$ cat config.mk
export PLATFORM = sky130hd
export DESIGN_NAME = scan_hex_flat
export DESIGN_NICKNAME = d
export VERILOG_FILES = /design/src/rtl/scan_hex_pkg.sv /design/src/rtl/scan_hex_if.sv /design/src/rtl/scan_hex_hex_ascii_dec.sv /design/src/rtl/scan_hex.sv /design/src/flat_wrapper.sv
export SDC_FILE = /design/constraint.sdc
export NUM_CORES = 1
export LEC_CHECK = 0
export ABC_AREA = 1
export BUFFER_PORTS_ARGS = -buffer_cell sky130_fd_sc_hd__buf_2
export CAP_MARGIN = 20
export CORE_MARGIN = 2
export CORE_UTILIZATION = 54
export DETAILED_ROUTE_END_ITERATION = 16
export PLACE_DENSITY = 0.8
export SLEW_MARGIN = 30
export SYNTH_ARGS = -nofsm -noshare
export SYNTH_HDL_FRONTEND = slang
export SYNTH_SLANG_ARGS = --single-unit
$ cat constraint.sdc
create_clock -name clk -period 1.8 [get_ports clk]
set_input_delay 0.36 -clock clk [delete_from_list [all_inputs] [get_ports clk]]
set_output_delay 0.36 -clock clk [all_outputs]
set_load 0.03 [all_outputs]
$ cat src/rtl/scan_hex_pkg.sv
// Shared definitions for the ASCII token scanner: state codes, ASCII constants, error codes.
// Latency: none (declarations only).
// Backpressure: not applicable.
package scan_hex_pkg;

   // FSM state encoding
   localparam logic [2:0] ST_IDLE  = 3'd0;
   localparam logic [2:0] ST_BYTE  = 3'd1;
   localparam logic [2:0] ST_SKIP  = 3'd2;
   localparam logic [2:0] ST_DIGIT = 3'd3;
   localparam logic [2:0] ST_DRAIN = 3'd4;
   localparam logic [2:0] ST_DONE  = 3'd5;

   // ASCII characters with special meaning to the scanner
   localparam logic [7:0] SP = 8'h20;
   localparam logic [7:0] CR = 8'h0D;
   localparam logic [7:0] LF = 8'h0A;

   // Error classification reported with each token
   typedef enum logic [1:0] {
      ERR_NONE  = 2'd0,
      ERR_EMPTY = 2'd1,
      ERR_BADCH = 2'd2,
      ERR_OVF   = 2'd3
   } err_t;

   // End of line: the only characters that end a drain
   function automatic logic is_eol(input logic [7:0] ch);
      return (ch == CR) || (ch == LF);
   endfunction

endpackage

$ cat src/rtl/scan_hex_if.sv
// Byte stream and token request/result bundle between UART receiver, scanner and controller.
// Latency: none (wiring only).
// Backpressure: rdy_rx from the scanner gates byte consumption.
interface scan_hex_if #(
   parameter int DATA_W = 32
);
   localparam int MAX_DIGITS = DATA_W / 4;
   localparam int CNT_W      = $clog2(MAX_DIGITS + 1);

   logic [7:0]        d_rx;
   logic              vld_rx;
   logic              rdy_rx;
   logic              req_rx;
   logic              type_rx;
   logic              ack_rx;
   logic              flag_rx;
   logic [1:0]        err_rx;
   logic [DATA_W-1:0] din_rx;
   logic [CNT_W-1:0]  ndig;

   // Scanner side
   modport slave (
      input  d_rx, vld_rx, req_rx, type_rx,
      output rdy_rx, ack_rx, flag_rx, err_rx, din_rx, ndig
   );

   // Byte source / controller side
   modport master (
      output d_rx, vld_rx, req_rx, type_rx,
      input  rdy_rx, ack_rx, flag_rx, err_rx, din_rx, ndig
   );

endinterface

$ cat src/rtl/scan_hex_hex_ascii_dec.sv
// Classifies one ASCII character: hex digit value, hex-digit flag, token terminator flag.
// Latency: combinational.
// Backpressure: none.
module hex_ascii_dec
   import scan_hex_pkg::*;
(
   input  logic [7:0] ch,
   output logic [3:0] nib,
   output logic       is_hex,
   output logic       is_term
);

   // Digit value: '0'-'9' map directly, 'A'-'F'/'a'-'f' are low nibble + 9
   always_comb begin
      nib    = 4'd0;
      is_hex = 1'b0;
      if (ch >= 8'h30 && ch <= 8'h39) begin
         is_hex = 1'b1;
         nib    = ch[3:0];
      end else if ((ch >= 8'h41 && ch <= 8'h46) || (ch >= 8'h61 && ch <= 8'h66)) begin
         is_hex = 1'b1;
         nib    = ch[3:0] + 4'd9;
      end
   end

   assign is_term = (ch == SP) || (ch == CR) || (ch == LF);

endmodule

$ cat src/rtl/scan_hex.sv
// ASCII token scanner: returns one raw byte or one hex number (up to DATA_W bits) per request.
// Latency: ack_rx one cycle after the terminating byte is consumed.
// Backpressure: rdy_rx high only in BYTE/SKIP/DIGIT/DRAIN; bytes otherwise left untouched upstream.
module scan_hex
   import scan_hex_pkg::*;
#(
   parameter int DATA_W = 32
)(
   input  logic      clk,
   input  logic      rst,
   scan_hex_if.slave bus
);

   localparam int MAX_DIGITS = DATA_W / 4;
   localparam int CNT_W      = $clog2(MAX_DIGITS + 1);
   localparam logic [CNT_W-1:0] MAX_CNT = CNT_W'(MAX_DIGITS);

   logic [2:0]        state_q, state_nxt;
   logic              mode_q, mode_nxt;
   logic [DATA_W-1:0] din_q, din_nxt;
   logic [CNT_W-1:0]  ndig_q, ndig_nxt;
   err_t              err_q, err_nxt;
   logic              flag_q, flag_nxt;

   logic [3:0]        nib;
   logic              is_hex;
   logic              is_term;
   logic              rdy;
   logic              take;

   hex_ascii_dec u_dec (
      .ch      (bus.d_rx),
      .nib     (nib),
      .is_hex  (is_hex),
      .is_term (is_term)
   );

   assign rdy  = (state_q == ST_BYTE) || (state_q == ST_SKIP) ||
                 (state_q == ST_DIGIT) || (state_q == ST_DRAIN);
   assign take = bus.vld_rx && rdy;

   // Next-state and result-register computation for the token FSM
   always_comb begin
      state_nxt = state_q;
      mode_nxt  = mode_q;
      din_nxt   = din_q;
      ndig_nxt  = ndig_q;
      err_nxt   = err_q;
      flag_nxt  = flag_q;

      case (state_q)
         ST_IDLE: begin
            if (bus.req_rx) begin
               mode_nxt  = bus.type_rx;
               din_nxt   = '0;
               ndig_nxt  = '0;
               err_nxt   = ERR_NONE;
               flag_nxt  = 1'b0;
               state_nxt = bus.type_rx ? ST_SKIP : ST_BYTE;
            end
         end

         // Both are "waiting for the first byte"; the latched mode picks the rule
         ST_BYTE, ST_SKIP: begin
            if (take) begin
               if (!mode_q) begin
                  din_nxt   = DATA_W'(bus.d_rx);
                  ndig_nxt  = '0;
                  state_nxt = ST_DONE;
               end else if (bus.d_rx == SP) begin
                  state_nxt = ST_SKIP;
               end else if (is_eol(bus.d_rx)) begin
                  err_nxt   = ERR_EMPTY;
                  state_nxt = ST_DONE;
               end else if (is_hex) begin
                  din_nxt   = DATA_W'(nib);
                  ndig_nxt  = CNT_W'(1);
                  state_nxt = ST_DIGIT;
               end else begin
                  err_nxt   = ERR_BADCH;
                  state_nxt = ST_DRAIN;
               end
            end
         end

         ST_DIGIT: begin
            if (take) begin
               if (is_hex) begin
                  if (ndig_q == MAX_CNT) begin
                     // Keep the first MAX_DIGITS digits; discard the rest of the line
                     err_nxt   = ERR_OVF;
                     state_nxt = ST_DRAIN;
                  end else begin
                     din_nxt  = {din_q[DATA_W-5:0], nib};
                     ndig_nxt = ndig_q + CNT_W'(1);
                  end
               end else if (is_term) begin
                  state_nxt = ST_DONE;
               end else begin
                  err_nxt   = ERR_BADCH;
                  state_nxt = ST_DRAIN;
               end
            end
         end

         // Resynchronise on end of line after any error
         ST_DRAIN: begin
            if (take && is_eol(bus.d_rx)) begin
               state_nxt = ST_DONE;
            end
         end

         ST_DONE: begin
            state_nxt = ST_IDLE;
         end

         default: begin
            state_nxt = ST_IDLE;
         end
      endcase

      // Flag becomes valid together with ack, on entry to DONE
      if (state_nxt == ST_DONE && state_q != ST_DONE) begin
         flag_nxt = (err_nxt != ERR_NONE);
      end
   end

   // State and result registers, cleared asynchronously at any point in a token
   always_ff @(posedge clk or posedge rst) begin
      if (rst) begin
         state_q <= ST_IDLE;
         mode_q  <= 1'b0;
         din_q   <= '0;
         ndig_q  <= '0;
         err_q   <= ERR_NONE;
         flag_q  <= 1'b0;
      end else begin
         state_q <= state_nxt;
         mode_q  <= mode_nxt;
         din_q   <= din_nxt;
         ndig_q  <= ndig_nxt;
         err_q   <= err_nxt;
         flag_q  <= flag_nxt;
      end
   end

   assign bus.rdy_rx  = rdy;
   assign bus.ack_rx  = (state_q == ST_DONE);
   assign bus.flag_rx = flag_q;
   assign bus.err_rx  = err_q;
   assign bus.din_rx  = din_q;
   assign bus.ndig    = ndig_q;

endmodule

$ cat src/flat_wrapper.sv
// flat-port wrapper written by rule: the top's interface ports become plain ports
module scan_hex_flat import scan_hex_pkg::*;
#(
   parameter int DATA_W = 32
)
  (clk, rst, bus_d_rx, bus_vld_rx, bus_req_rx, bus_type_rx, bus_rdy_rx, bus_ack_rx, bus_flag_rx, bus_err_rx, bus_din_rx, bus_ndig);
  scan_hex_if #(.DATA_W(DATA_W)) bus_i ();
  input  logic clk;
  input  logic rst;
  input wire logic [$bits(bus_i.d_rx)-1:0] bus_d_rx;
  input wire logic [$bits(bus_i.vld_rx)-1:0] bus_vld_rx;
  input wire logic [$bits(bus_i.req_rx)-1:0] bus_req_rx;
  input wire logic [$bits(bus_i.type_rx)-1:0] bus_type_rx;
  output wire logic [$bits(bus_i.rdy_rx)-1:0] bus_rdy_rx;
  output wire logic [$bits(bus_i.ack_rx)-1:0] bus_ack_rx;
  output wire logic [$bits(bus_i.flag_rx)-1:0] bus_flag_rx;
  output wire logic [$bits(bus_i.err_rx)-1:0] bus_err_rx;
  output wire logic [$bits(bus_i.din_rx)-1:0] bus_din_rx;
  output wire logic [$bits(bus_i.ndig)-1:0] bus_ndig;
  assign bus_i.d_rx = bus_d_rx;
  assign bus_i.vld_rx = bus_vld_rx;
  assign bus_i.req_rx = bus_req_rx;
  assign bus_i.type_rx = bus_type_rx;
  assign bus_rdy_rx = bus_i.rdy_rx;
  assign bus_ack_rx = bus_i.ack_rx;
  assign bus_flag_rx = bus_i.flag_rx;
  assign bus_err_rx = bus_i.err_rx;
  assign bus_din_rx = bus_i.din_rx;
  assign bus_ndig = bus_i.ndig;
  scan_hex #(.DATA_W(DATA_W)) u_core (.clk(clk), .rst(rst), .bus(bus_i));
endmodule
* After elaboration in Yosys (flattened, before gate mapping)
Cells that the tools add are included.
** Operators by class
- Muxes and demuxes :: 51
- $lt $le $gt $ge :: 6
- Shift-type cells :: 0
- Equal/unequal tests :: 19
- $mul :: 0
- Add/subtract/negate cells :: 2
- Reductions and logical operators :: 22
- Div/mod/pow operators :: 0
- Bitwise logic cells :: 0
** Operators by type and width (number)
- 2-to-1 mux 32 bit :: 9
- case mux 32 bit (3 select lines) :: 1
- 2-to-1 mux 4 bit :: 11
- 2-to-1 mux 3 bit :: 10
- 2-to-1 mux 2 bit :: 11
- equality test 8 x 4 -> 1 bit, second input constant :: 2
- >= comparator 8 x 7 -> 1 bit, second input constant :: 2
- less-or-equal comparator 8 x 7 -> 1 bit, second input constant :: 2
- inequality test 3 bit, second input constant :: 4
- case mux 3 bit (4 select lines) :: 1
- case mux 4 bit (3 select lines) :: 1
- equality test 3 bit, second input constant :: 3
- AND reduction 9 bit :: 1
- equality test 8 x 6 -> 1 bit, second input constant :: 1
- >= comparator 8 x 6 -> 1 bit, second input constant :: 1
- less-or-equal comparator 8 x 6 -> 1 bit, second input constant :: 1
- logical OR 1 bit :: 7
- equality test 3 x 2 -> 1 bit, second input constant :: 2
- logical AND 1 bit :: 6
- 2-to-1 mux 1 bit :: 6
- inequality test 2 x 1 -> 1 bit, second input constant :: 3
- case mux 2 bit (3 select lines) :: 1
- nonzero test 2 bit :: 3
- adder 4 x 1 -> 4 bit, second input constant :: 1
- other kinds (8) :: 10
** Word-level totals
- Memories kept :: 0
- Memory bits (read-only) :: 0
- Bits of input ports :: 13
- RAM bits :: 0
- Latch bits :: 0
- Register bits after elaboration :: 43
- Output and inout port bits :: 41

* Longest topological paths before layout
- Depth after elaboration :: 15
- Gate-level depth with buffers :: 15
- Depth with buffers taken out :: 15

* Hierarchy
From an unflattened synthesis, not the netlist that was laid out.
** Unflattened totals
- Cell total of the unflattened synthesis :: 349
- Area total of the unflattened synthesis :: 2514.9 µm²
** By module, submodules not included
- scan_hex :: times used 1, area each 2272.2 µm², cells an instance 304, sequential area each 1076.0 µm²
- hex_ascii_dec :: times used 1, area each 242.7 µm², cells an instance 45, sequential area each 0.0 µm²

* Least setup slack after synthesis
Ideal clock, no wire load.
- Path kind :: reg-to-reg
- Start :: register u_core.ndig_q[0], in the netlist u_core.bus.ndig[0]
- End :: register u_core.din_q[10], in the netlist u_core.bus.din_rx[10]
- Slack :: 0.084 ns
- Arrival :: 1.588 ns
- Buffers on the path :: 1
- Stages on the path, launching flop included :: 10
- Required time :: 1.673 ns
- Cell sequence :: dfrtp_1 > inv_1 > ha_1 > nand2_1 > nor2_1 > nand3b_4 > inv_2 > nand2_2 > buf_2 > o22ai_2
** Between the ends
- Cells in the longest elaborated chain, start to end :: 3
** RTL lines
- start, declared :: RTL line scan_hex.sv:21 : logic [CNT_W-1:0] ndig_q, ndig_nxt;
- start signal, assigned :: RTL line scan_hex.sv:141 : ndig_q <= ndig_nxt;
- equality test 4 bit :: RTL line scan_hex.sv:89 : if (ndig_q == MAX_CNT) begin
- inequality test 2 bit (no source line)
- AND reduction 9 bit (no source line)
- end signal, assigned :: RTL line scan_hex.sv:140 : din_q <= din_nxt;
- end, declared :: RTL line scan_hex.sv:20 : logic [DATA_W-1:0] din_q, din_nxt;
No other way between the ends.
A chain may end at the register's enable or synchronous reset.

* Final worst setup path
- Start :: register u_core.state_q[1]
- End :: register u_core.din_q[28], in the netlist u_core.bus.din_rx[28]
** Between the ends
- Cells in the longest elaborated chain, start to end :: 7
- Elaborated cells on any way between the ends :: 21
** RTL lines
- start, declared :: RTL line scan_hex.sv:18 : logic [2:0] state_q, state_nxt;
- start signal, assigned :: RTL line scan_hex.sv:138 : state_q <= state_nxt;
- equality test 3 x 1 -> 1 bit / equality test 3 x 2 -> 1 bit (equally long branches) :: RTL line scan_hex.sv:38, scan_hex.sv:51
- logical OR 1 bit (2 in a row) :: RTL line scan_hex.sv:38 : assign rdy = (state_q == ST_BYTE) || (state_q == ST_SKIP) ||
- logical OR 1 bit :: RTL line scan_hex.sv:39 : (state_q == ST_DIGIT) || (state_q == ST_DRAIN);
- logical AND 1 bit :: RTL line scan_hex.sv:40 : assign take = bus.vld_rx && rdy;
- inequality test 2 x 1 -> 1 bit (no source line)
- AND reduction 9 bit (no source line)
Parallel ways exist; a longest one is shown, timed or not.

==> flow_results.org <==
** Worst setup path
- The worst setup path is captured at a flip-flop.
- Tracing the worst setup path back leads to its startpoint at u_core.state_q[1]$_DFF_PP0_.
- Capture instance of the worst register-to-register path :: u_core.bus.din_rx[28]$_DFFE_PP0P_
- Arrival time at the worst endpoint :: 1.89 ns
- The critical path ends at u_core.bus.din_rx[28]$_DFFE_PP0P_.
- Worst R2R Path Depth :: 11
- In this run the worst path has a maximum fanout of 19.
- Kind of start point of the critical path :: flip-flop
- Data required time of the critical path :: 1.97 ns
- In this run the critical register-to-register path is launched from u_core.state_q[1]$_DFF_PP0_.
- The setup path with the least slack is of type reg2reg.
- Reg2Reg Setup Slack :: 0.09 ns

** Floorplan
- The floorplan has 24 rows.
- Number of I/O pins :: 54
- The floorplan step defined a core boundary enclosing 0.00432 mm².
- Measured along the x axis, the die boundary spans 70.9 µm.
- DIE AREA :: 0.00503 mm²
- For this configuration, the core starts out at a cell density of 55.9%.
- From bottom edge to top edge, the die measures 70.9 µm.

** Logic synthesis
- Most area-hungry cell type in the Yosys netlist :: dfrtp_1
- Flip-flop and latch count after synthesis :: 43
- Of the post-synthesis cell area, the dominant cell type holds 44.5%.
- Sequential element share of the synthesized area :: 44.5%
- Yosys attributes the largest share of cell area to dfrtp_1 (44%), inv_1 (8.2%), nand2_1 (8.1%).
- The number of nets in the synthesized netlist is 313.
- The Yosys step of the flow raised 0 warnings.
- Summing every instance area after synthesis gives 0.00242 mm².
- Yosys mapped the design onto 32 distinct sky130hd cell types.
- Number of instances in the synthesized netlist :: 293
- Averaged over all synthesized cells, the footprint is 8.25 µm².

** Routing
- Detailed routing inserted a total of 2183 vias.
- Final wirelength :: 5700 µm
- After detailed routing, the number of remaining DRC violations is 0.
- For this block, the initial DRC count from the detailed router was 169.
- Using the TritonRoute via totals, the vias-per-cell ratio works out to 5.24.
- Residual antenna-violating net count after detailed routing :: 0
- The pre-antenna-repair detailed-routing pass consisted of 4 iterations.
- Dividing the detail-routed wire length by the instance count gives 13.7 µm.

** Placement
- Placed inst area :: 0.00288 mm²
- The count of buffers added on input and output ports is 53.
- Routability congestion estimate from global placement :: 0.904
- Summed over all nets, the half-perimeter wirelength after detailed placement is 4280 µm.

** GRT
- Global-route wire length before repair :: 9840 µm
- Across every metal layer, demand over resource in global routing totals 24.4%.
- Entering global routing, the biggest net connects 44 pins.
- Number of global-route vias before repair :: 2209
- The total overflow left after global routing is 0.
- Antenna violations before repair :: 0

** CTS
- Clock sink count :: 43
- Clk Tree Root Cell :: clkbuf_8
- TritonCTS built the clock tree.
- Worst skew pair latency :: 0.30 ns
- After clock tree synthesis, the clock-pin slew on the worst setup and hold paths is 0.09 ns.
- Post-CTS Hold Buffers :: 0
- The number of clock buffers added by TritonCTS is 5.
- CTS H-tree lvls :: 2
- Post-CTS Repair Setup Buffers :: 0
- Maximum buffer depth of the clock tree :: 2

** Cells and area
- The finished cells cover 0.00305 mm².
- Core Util, Final :: 70.5%
- Antenna Cells :: 0
- Of the cells placed in the final design, the portion with a size suffix greater than 1 is 33.7%.
- In the final design database the tool counted 384 nets.
- Area growth from synthesis to layout :: 26.1%

** Pwr
- The analysis attributes to cell leakage a power of 1.64 nW.
- For this design the ratio of total power to cell area is 1210 mW/mm².
- Worst IR drop on VDD :: 0.000769 V

** Timing
- The final count of pins violating max slew came to 0.
- Post-route setup TNS :: 0 ns
- Setup repair after global routing could not meet its margin everywhere.
- Peak clock frequency supported by timing :: 584 MHz
- Part of the cycle the worst path needs :: 95.1%
- Hold violation count in the final report :: 0
- For the finished layout, the period the worst path requires is 1.71 ns.
- The worst pin sits at a relative slew slack of 64.0%.
- Between clock sinks in the finished design, the worst skew comes to 0.00753 ns.
- Setup violations remaining at the end of the flow were counted as 0.
- For the pin with the worst max-slew slack, the measured transition is 0.541 ns.

** Job
- Reported max-cap violation count :: 0

** Run status
- Run status :: finished clean

** Min path
- Path class of the lowest-slack min-delay path :: in2async
logic make-up after synthesis:
kind of cell,count (synthesis),share of synthesized area (%)
AND/OR/NAND/NOR,115,22.7
flip-flops,43,44.5
adder cells (fa/ha/maj),7,3.62
AO/OA/AOI/OAI,61,17.5
XOR/XNOR,1,0.362
buffers and inverters,66,11.3
worst min-delay path by stage:
stage	start	slack [ns]	cells after the start	endpoint
floorplan	bus_type_rx	0.49	2	u_core.mode_q$_DFFE_PP0P_
global placement	u_core.bus.din_rx[30]$_DFFE_PP0P_	0.47	2	u_core.bus.din_rx[30]$_DFFE_PP0P_
detailed placement	u_core.bus.din_rx[30]$_DFFE_PP0P_	0.47	2	u_core.bus.din_rx[30]$_DFFE_PP0P_
CTS	rst	0.19	3	u_core.bus.err_rx[0]$_DFF_PP0_
global route	rst	0.25	3	u_core.bus.ndig[1]$_DFFE_PP0P_
finish	rst	0.17	3	u_core.bus.err_rx[0]$_DFF_PP0_
cell usage in the layout, fill, tap and decap left out, drive strengths merged, types with 7 or more instances in the layout:
cell type,n
buf,70
nand2,61
inv,59
dfrtp,43
nor2,28
o22ai,24
o21ai,23
nand3,18
a21oi,10
ha,7
cell usage after synthesis:
master    number
o22ai_1       14
nand2_2        6
o211ai_2       1
inv_1         53
ha_1           7
or3b_1         1
dfrtp_1       43
o21a_1         1
nand4_2        1
nand3b_4       1
o21ai_0       16
inv_2          6
clkinv_4       1
or2_2          1
a21boi_0       1
a21oi_1       10
o22ai_2       10
nand3_2        1
nor2_1        27
o211ai_1       1
nor3_2         1
buf_2          4
nand4_1        2
nand3_1       17
nor2_4         1
xor2_1         1
buf_6          2
nor3_1         1
o21ai_1        4
nand2_4        3
o21ai_2        3
nand2_1       52
critical path, stage by stage, from the launching register on:
cell,delay (ns)
dfrtp_2,0.46
o21ai_4,0.18
inv_2,0.08
nand2_4,0.11
clkinv_4,0.09
nand2_1,0.08
o211ai_2,0.10
nand2_2,0.10
buf_12,0.16
inv_2,0.07
nand2_1,0.06
o21ai_0,0.09
layout make-up:
| class | count | area [µm²] |
|---|---|---|
| Sequential cell | 43 | 1080 |
| Inverter | 60 | 233 |
| Clock buffer | 6 | 82.6 |
| Tap cell | 52 | 65.1 |
| Fill cell | 348 | 1270 |
| Timing Repair Buffer | 70 | 443 |
| Clock inverter | 2 | 38.8 |
| Multi-Input combinational cell | 184 | 1110 |
where the power goes:
part	total, W	switching, W	internal [W]
registers	0.00119	0.000112	0.00108
logic	0.00169	0.00107	0.000615
clock network	0.000814	0.000357	0.000457
total	0.00369	0.00154	0.00215
routing by layer:
layer  track usage, %  wire length, µm  up-vias
met1             30.8             2400     1032
met5                0                0        -
met3             4.99              288        7
li1                 -                -     1084
met2             43.0             2950       60
met4             5.87               60        0
sequential cells by signal (all words and copies together) (netlist names):
register / flops
u_core.state_q: 3
u_core.bus.flag_rx: 1
u_core.bus.din_rx: 32
u_core.mode_q: 1
u_core.bus.err_rx: 2
u_core.bus.ndig: 4
repair_timing:
action	4_1_cts	5_1_grt
endpoints found under the hold margin	0	0
setup endpoints to repair	0	23
gates resized for setup	0	13
through the flow:
step / std cells / hold WS [ns] / power (W) / setup slack, ns
floorplan: 293 / 0.492 / 0.00227 / 0.0844
global placement: 409 / 0.468 / 0.00278 / -0.111
detailed placement: 409 / 0.472 / 0.00281 / -0.170
CTS: 417 / 0.194 / 0.00363 / 0.0436
global route: 417 / 0.251 / 0.00390 / -0.0190
finish: 417 / 0.172 / 0.00369 / 0.0887
Power figures use the tool's default switching activity.
